$ cat config.mk
export PLATFORM = sky130hd
export DESIGN_NAME = cru_irq_ctrl
export DESIGN_NICKNAME = d
export VERILOG_FILES = /design/src/rtl/cru_pkg.sv /design/src/rtl/prio_enc.sv /design/src/rtl/cru_irq_ctrl.sv
export SDC_FILE = /design/constraint.sdc
export NUM_CORES = 1
export LEC_CHECK = 0
export ABC_AREA = 1
export ABC_CLOCK_PERIOD_IN_PS = 2000
export CORE_MARGIN = 3
export CORE_UTILIZATION = 25
export DETAILED_ROUTE_END_ITERATION = 7
export PLACE_DENSITY = 0.56
export SLEW_MARGIN = 20
export SYNTH_ARGS = -nofsm -noshare
export SYNTH_HDL_FRONTEND = slang
export SYNTH_SLANG_ARGS = --single-unit
$ cat constraint.sdc
create_clock -name clk -period 2 [get_ports clk]
set_input_delay 0.4 -clock clk [delete_from_list [all_inputs] [get_ports clk]]
set_output_delay 0.4 -clock clk [all_outputs]
set_load 0.03 [all_outputs]
$ cat src/rtl/cru_pkg.sv
// Shared constants for the CRU-mapped interrupt controller: bus status code,
// bit offsets of the mask and pending fields, and the CRU window geometry.
package cru_pkg;

   // Bus status presented by the CPU during an interrupt-acknowledge cycle
   localparam logic [3:0] BST_INTA  = 4'b0101;

   // Bit offsets of the mask and pending fields inside the CRU window
   localparam int         MASK_OFS  = 0;
   localparam int         PEND_OFS  = 8;

   // Number of CRU bits in one window (also the width of the flag register)
   localparam int         CRU_WIN_W = 16;

   // Window bits taken over by the interrupt map; these never appear on flag
   function automatic logic [CRU_WIN_W-1:0] map_bits(input int nsrc);
      logic [CRU_WIN_W-1:0] m;
      m = '0;
      for (int k = 0; k < nsrc; k++) begin
         m[MASK_OFS + k] = 1'b1;
         m[PEND_OFS + k] = 1'b1;
      end
      return m;
   endfunction

endpackage

$ cat src/rtl/prio_enc.sv
// Lowest-index-wins priority encoder for up to eight request lines.
module prio_enc #(
   parameter int N = 2
) (
   input  logic [N-1:0] req,
   output logic         valid,
   output logic [2:0]   idx
);

   // Scan from the top down so the lowest set bit is the last one written
   always_comb begin
      valid = |req;
      idx   = '0;
      for (int k = N - 1; k >= 0; k--) begin
         if (req[k]) idx = 3'(k);
      end
   end

endmodule

$ cat src/rtl/cru_irq_ctrl.sv
// CRU-mapped interrupt controller and general flag register.
// NSRC sources, each with a mask bit, a pending latch (edge or level mode,
// software set/clear, cleared by INTA at its level), arbitrated lowest index
// first into a registered request and level code for the CPU.
module cru_irq_ctrl
   import cru_pkg::*;
#(
   parameter int         NSRC      = 2,
   parameter logic [10:0] BASE     = 11'h0F7,
   parameter logic [3:0] LVL0      = 4'd1,
   parameter logic [7:0] EDGE_MASK = 8'h01
) (
   input  logic                 clk,
   input  logic                 reset,
   input  logic [15:0]          cab,
   input  logic [3:0]           bst,
   input  logic                 cruclk,
   input  logic                 cruout,
   input  logic [NSRC-1:0]      src,
   output logic                 sel,
   output logic                 cruin,
   output logic                 int_req,
   output logic [3:0]           ic,
   output logic [CRU_WIN_W-1:0] flag
);

   localparam logic [CRU_WIN_W-1:0] MAP_BITS = map_bits(NSRC);

   logic [3:0]           cru_bit;
   logic                 cruclk_d;
   logic                 wr_stb;
   logic                 is_inta;
   logic [NSRC-1:0]      src_d;
   logic [NSRC-1:0]      mask_q;
   logic [NSRC-1:0]      pend_q;
   logic [NSRC-1:0]      pend_set;
   logic [NSRC-1:0]      pend_clr;
   logic [NSRC-1:0]      active;
   logic [CRU_WIN_W-1:0] flag_q;
   logic                 act_vld;
   logic [2:0]           act_idx;
   logic                 rd_bit;
   logic                 unused_cab0;

   // cab[0] is not part of the CRU bit address
   assign unused_cab0 = cab[0];

   assign cru_bit = cab[4:1];
   assign sel     = (cab[15:5] == BASE);
   assign is_inta = (bst == BST_INTA);
   // One write per rising strobe; a held-high cruclk is ignored after the first cycle
   assign wr_stb  = cruclk & ~cruclk_d & sel;
   assign active  = pend_q & mask_q;
   assign flag    = flag_q;

   // Per-source set and clear requests; the caller gives set priority over clear
   always_comb begin
      pend_set = '0;
      pend_clr = '0;
      for (int k = 0; k < NSRC; k++) begin
         pend_set[k] = (EDGE_MASK[k] ? (src[k] & ~src_d[k]) : src[k])
                     | (wr_stb & (cru_bit == 4'(PEND_OFS + k)) & cruout);
         pend_clr[k] = (is_inta & (cab[5:2] == (LVL0 + 4'(k))))
                     | (wr_stb & (cru_bit == 4'(PEND_OFS + k)) & ~cruout);
      end
   end

   // Strobe/source history, mask, pending latches and flag bits
   always_ff @(posedge clk) begin
      if (reset) begin
         cruclk_d <= 1'b0;
         src_d    <= '0;
         mask_q   <= '0;
         pend_q   <= '0;
         flag_q   <= '0;
      end else begin
         cruclk_d <= cruclk;
         src_d    <= src;
         pend_q   <= (pend_q & ~pend_clr) | pend_set;
         for (int k = 0; k < NSRC; k++) begin
            if (wr_stb && (cru_bit == 4'(MASK_OFS + k))) mask_q[k] <= cruout;
         end
         if (wr_stb && !MAP_BITS[cru_bit]) flag_q[cru_bit] <= cruout;
      end
   end

   prio_enc #(
      .N     (NSRC)
   ) u_prio_enc (
      .req   (active),
      .valid (act_vld),
      .idx   (act_idx)
   );

   // Registered request and level code; ic keeps the last winner when idle
   always_ff @(posedge clk) begin
      if (reset) begin
         int_req <= 1'b0;
         ic      <= LVL0;
      end else begin
         int_req <= act_vld;
         if (act_vld) ic <= LVL0 + {1'b0, act_idx};
      end
   end

   // CRU read mux: mapped mask/pending bits override the flag bit; 1 outside the window
   always_comb begin
      rd_bit = flag_q[cru_bit];
      for (int k = 0; k < NSRC; k++) begin
         if (cru_bit == 4'(MASK_OFS + k)) rd_bit = mask_q[k];
         if (cru_bit == 4'(PEND_OFS + k)) rd_bit = pend_q[k];
      end
      cruin = sel ? rd_bit : 1'b1;
   end

endmodule

==> results.json <==
{
  "status": "completed",
  "endpoint_kind": "output port",
  "slowest_delay_ns": 0.14,
  "htree_num_levels": 1,
  "reg2reg_from": "cruclk_d",
  "powerDensity_mw_per_mm2": 442.1,
  "antenna_found_initial": 0,
  "hold_viol": 0,
  "min_period_ns": 1.969,
  "yosysTopAreaCell": "dfxtp_1",
  "worstPathCellList": "buf_4, buf_6, nand2_1, o21ai_1, nand2_1, nand2_1, nand2_1, nand2_1, o21ai_2, nand2_1, nand2_1, nand2_1, nand2_1, nand2_1, buf_6",
  "antennaDiodeCount": 0,
  "num_rows": 26,
  "final_area_sq_mm": 0.002261,
  "hold_path_end": "flag[0]",
  "drt-total-wl_um": 4312,
  "drcViolationCount": 0,
  "antenna_left": 0,
  "fillers": 557,
  "critPathLaunchType": "primary input",
  "crit_required_ns": 1.60,
  "finalClockSkew_ns": 0.005463,
  "path_clk_slew_ns": 0.09,
  "holdPathStages": 2,
  "postPlaceCellArea_sq_mm": 0.002064,
  "stdcell_count": 374,
  "cts.sinks": 25,
  "ff2ff_path_depth": 8,
  "dieArea_sq_mm": 0.006502,
  "maxCapViolations": 0,
  "power_mw": 0.9996,
  "crit_arrival_ns": 1.57,
  "setup_tns_ns": 0,
  "rsz0062_at_grt": "yes",
  "grt.overflow.total": 0,
  "nets": 331,
  "syn_area_per_cell_sq_um": 6.135,
  "drive_gt1_share_pct": 23.68,
  "critPathSlowestCell": "buf_6",
  "syn_to_final_growth_pct": 62.35,
  "ir_drop_mv": 0.2286,
  "cp_max_fo": 6,
  "grt_max_degree": 19,
  "place.detailed.hpwl_um": 3052,
  "ctsHoldBuffers": 0,
  "async_reset_ff_share_pct": 0,
  "wl_per_cell_um": 11.53,
  "yosysWarnings": 0,
  "r2r_setup_slack_ns": 0.67,
  "num_vias": 1618,
  "synth_edf_count": 0,
  "cts_tree": "done",
  "postLayoutCoreUtil_pct": 43.17,
  "die_h_um": 80.64,
  "synth_ff_type": "dfxtp_1",
  "core_area_sq_mm": 0.005238,
  "initial_core_util_pct": 26.59,
  "gp_congestion": 0.8124,
  "timing.fmax_mhz": 508.0,
  "slew_viol_final": 0,
  "grt_pass1_wl_um": 6982,
  "p_leak_nw": 1.063,
  "cts_buffers": 3,
  "place_ws_ns": -0.4049,
  "synth.distinct_cells": 24,
  "seq_area_frac_synth_pct": 35.94,
  "grt_util_all_layers_pct": 13.66,
  "clk_latency_ns": 0.28,
  "cp_common_cell": "nand2_1",
  "firstDrtPassIters": 4,
  "cp_top_family": "simple AND/OR/NAND/NOR gates",
  "fin_ws_ns": 0.03150,
  "ys_ff_latch": 25,
  "crit_buf_inv": 3,
  "cts_buffer_depth": 2,
  "ios": 49,
  "r2r-end": "pend_q[0]",
  "grt_pass1_vias": 1574,
  "syn_area_sq_mm": 0.001393,
  "hp-start": "flag[0]",
  "path_class": "in -> out",
  "period_share_pct": 98.43,
  "hold_class": "reg -> reg",
  "dr.first_iter.drc_count": 74,
  "io_buffers": 45,
  "synth_top_area_share_pct": 35.94,
  "cts-root-buf": "clkbuf_8",
  "setup_viol": 0,
  "dp.cells": 359,
  "die_w_um": 80.64,
  "synthCells": 227,
  "whs_ns": 0.4260,
  "viasPerCell": 4.326,
  "synth_area_leaders": "dfxtp_1 36%, nand2_1 21%, nor2_1 9.4%, inv_1 8.1%, o21bai_1 3.8%"
}
## final cells by class
cell class / count / area [sq um] / area share [%]
Clock inverter: 1 / 7.507 / 0.3320
Clock buffer: 3 / 41.29 / 1.826
Multi-Input combinational cell: 163 / 778.2 / 34.42
Tap cell: 70 / 87.58 / 3.874
Timing Repair Buffer: 81 / 726.9 / 32.15
Inverter: 31 / 116.4 / 5.147
Sequential cell: 25 / 503.0 / 22.25
## cell families after synthesis
group	after synthesis	share of synthesized area (%)
AND/OR/NAND/NOR	141	42.77
other	1	0.2693
buffers and inverters	40	12.13
AO/OA/AOI/OAI	20	8.894
flip-flops	25	35.94
## cells in the mapped netlist (2+ instances only)
library cell,number
a21oi_1,5
buf_2,3
buf_4,2
clkbuf_1,3
dfxtp_1,25
inv_1,30
nand2_1,77
nand3_1,10
nand4_1,4
nor2_1,35
nor3_1,8
o21a_1,2
o21ai_0,5
o21bai_1,7
or2_2,2
## where the power goes
| group | leakage (nW) | total [mW] | switching (mW) | internal [mW] |
|---|---|---|---|---|
| Combinational | 0.837 | 0.176 | 0.0847 | 0.0911 |
| Clock | 0.0217 | 0.318 | 0.176 | 0.141 |
| Sequential | 0.204 | 0.506 | 0.00357 | 0.502 |
## worst min-delay path, cell delays in order (launching register included)
cell and delay (ns):
dfxtp_1 0.32, inv_1 0.05, nor2_1 0.03
## flip-flops by register name, summed over array words and instances (netlist names)
register / cells
cruclk_d: 1
pend_q: 2
src_d: 1
mask_q: 2
flag: 16
ic: 2
int_req: 1
## per-layer routing
layer,vias up,GRT usage [%],routed length [um]
li1,847,-,-
met1,715,16.53,1919
met2,50,23.92,2027
met3,6,2.803,316
met4,0,4.392,48
met5,-,0,0
## worst max-delay path by stage
stage	startpoint	endpoint	cells after the start	slack (ns)
floorplan	cab[2]	cruin	11	0.15
global placement	cab[2]	cruin	13	-0.43
detailed placement	cab[2]	cruin	13	-0.40
CTS	cab[13]	cruin	6	0.007
global route	cab[1]	cruin	15	-0.08
finish	cab[1]	cruin	15	0.03
## placed cells by master (no fill, tap or decap), drive strengths merged, types with 2 or more instances in the layout
cell type,n
o21bai,7
dlymetal6s2s,3
a21oi,5
or2,2
nand3,11
clkdlybuf4s50,35
nand2,78
conb,2
inv,30
o21ai,5
nor3,8
clkbuf,4
o21a,2
buf,41
dfxtp,25
nor2,36
nand4,4
## what timing repair did
action                     in CTS  in global routing
gates cloned                    1                  1
setup endpoints to repair       1                 14
pin swaps                       6                 13
resized for setup              33                 22
setup buffers                   9                  0
Power figures use the tool's default switching activity.
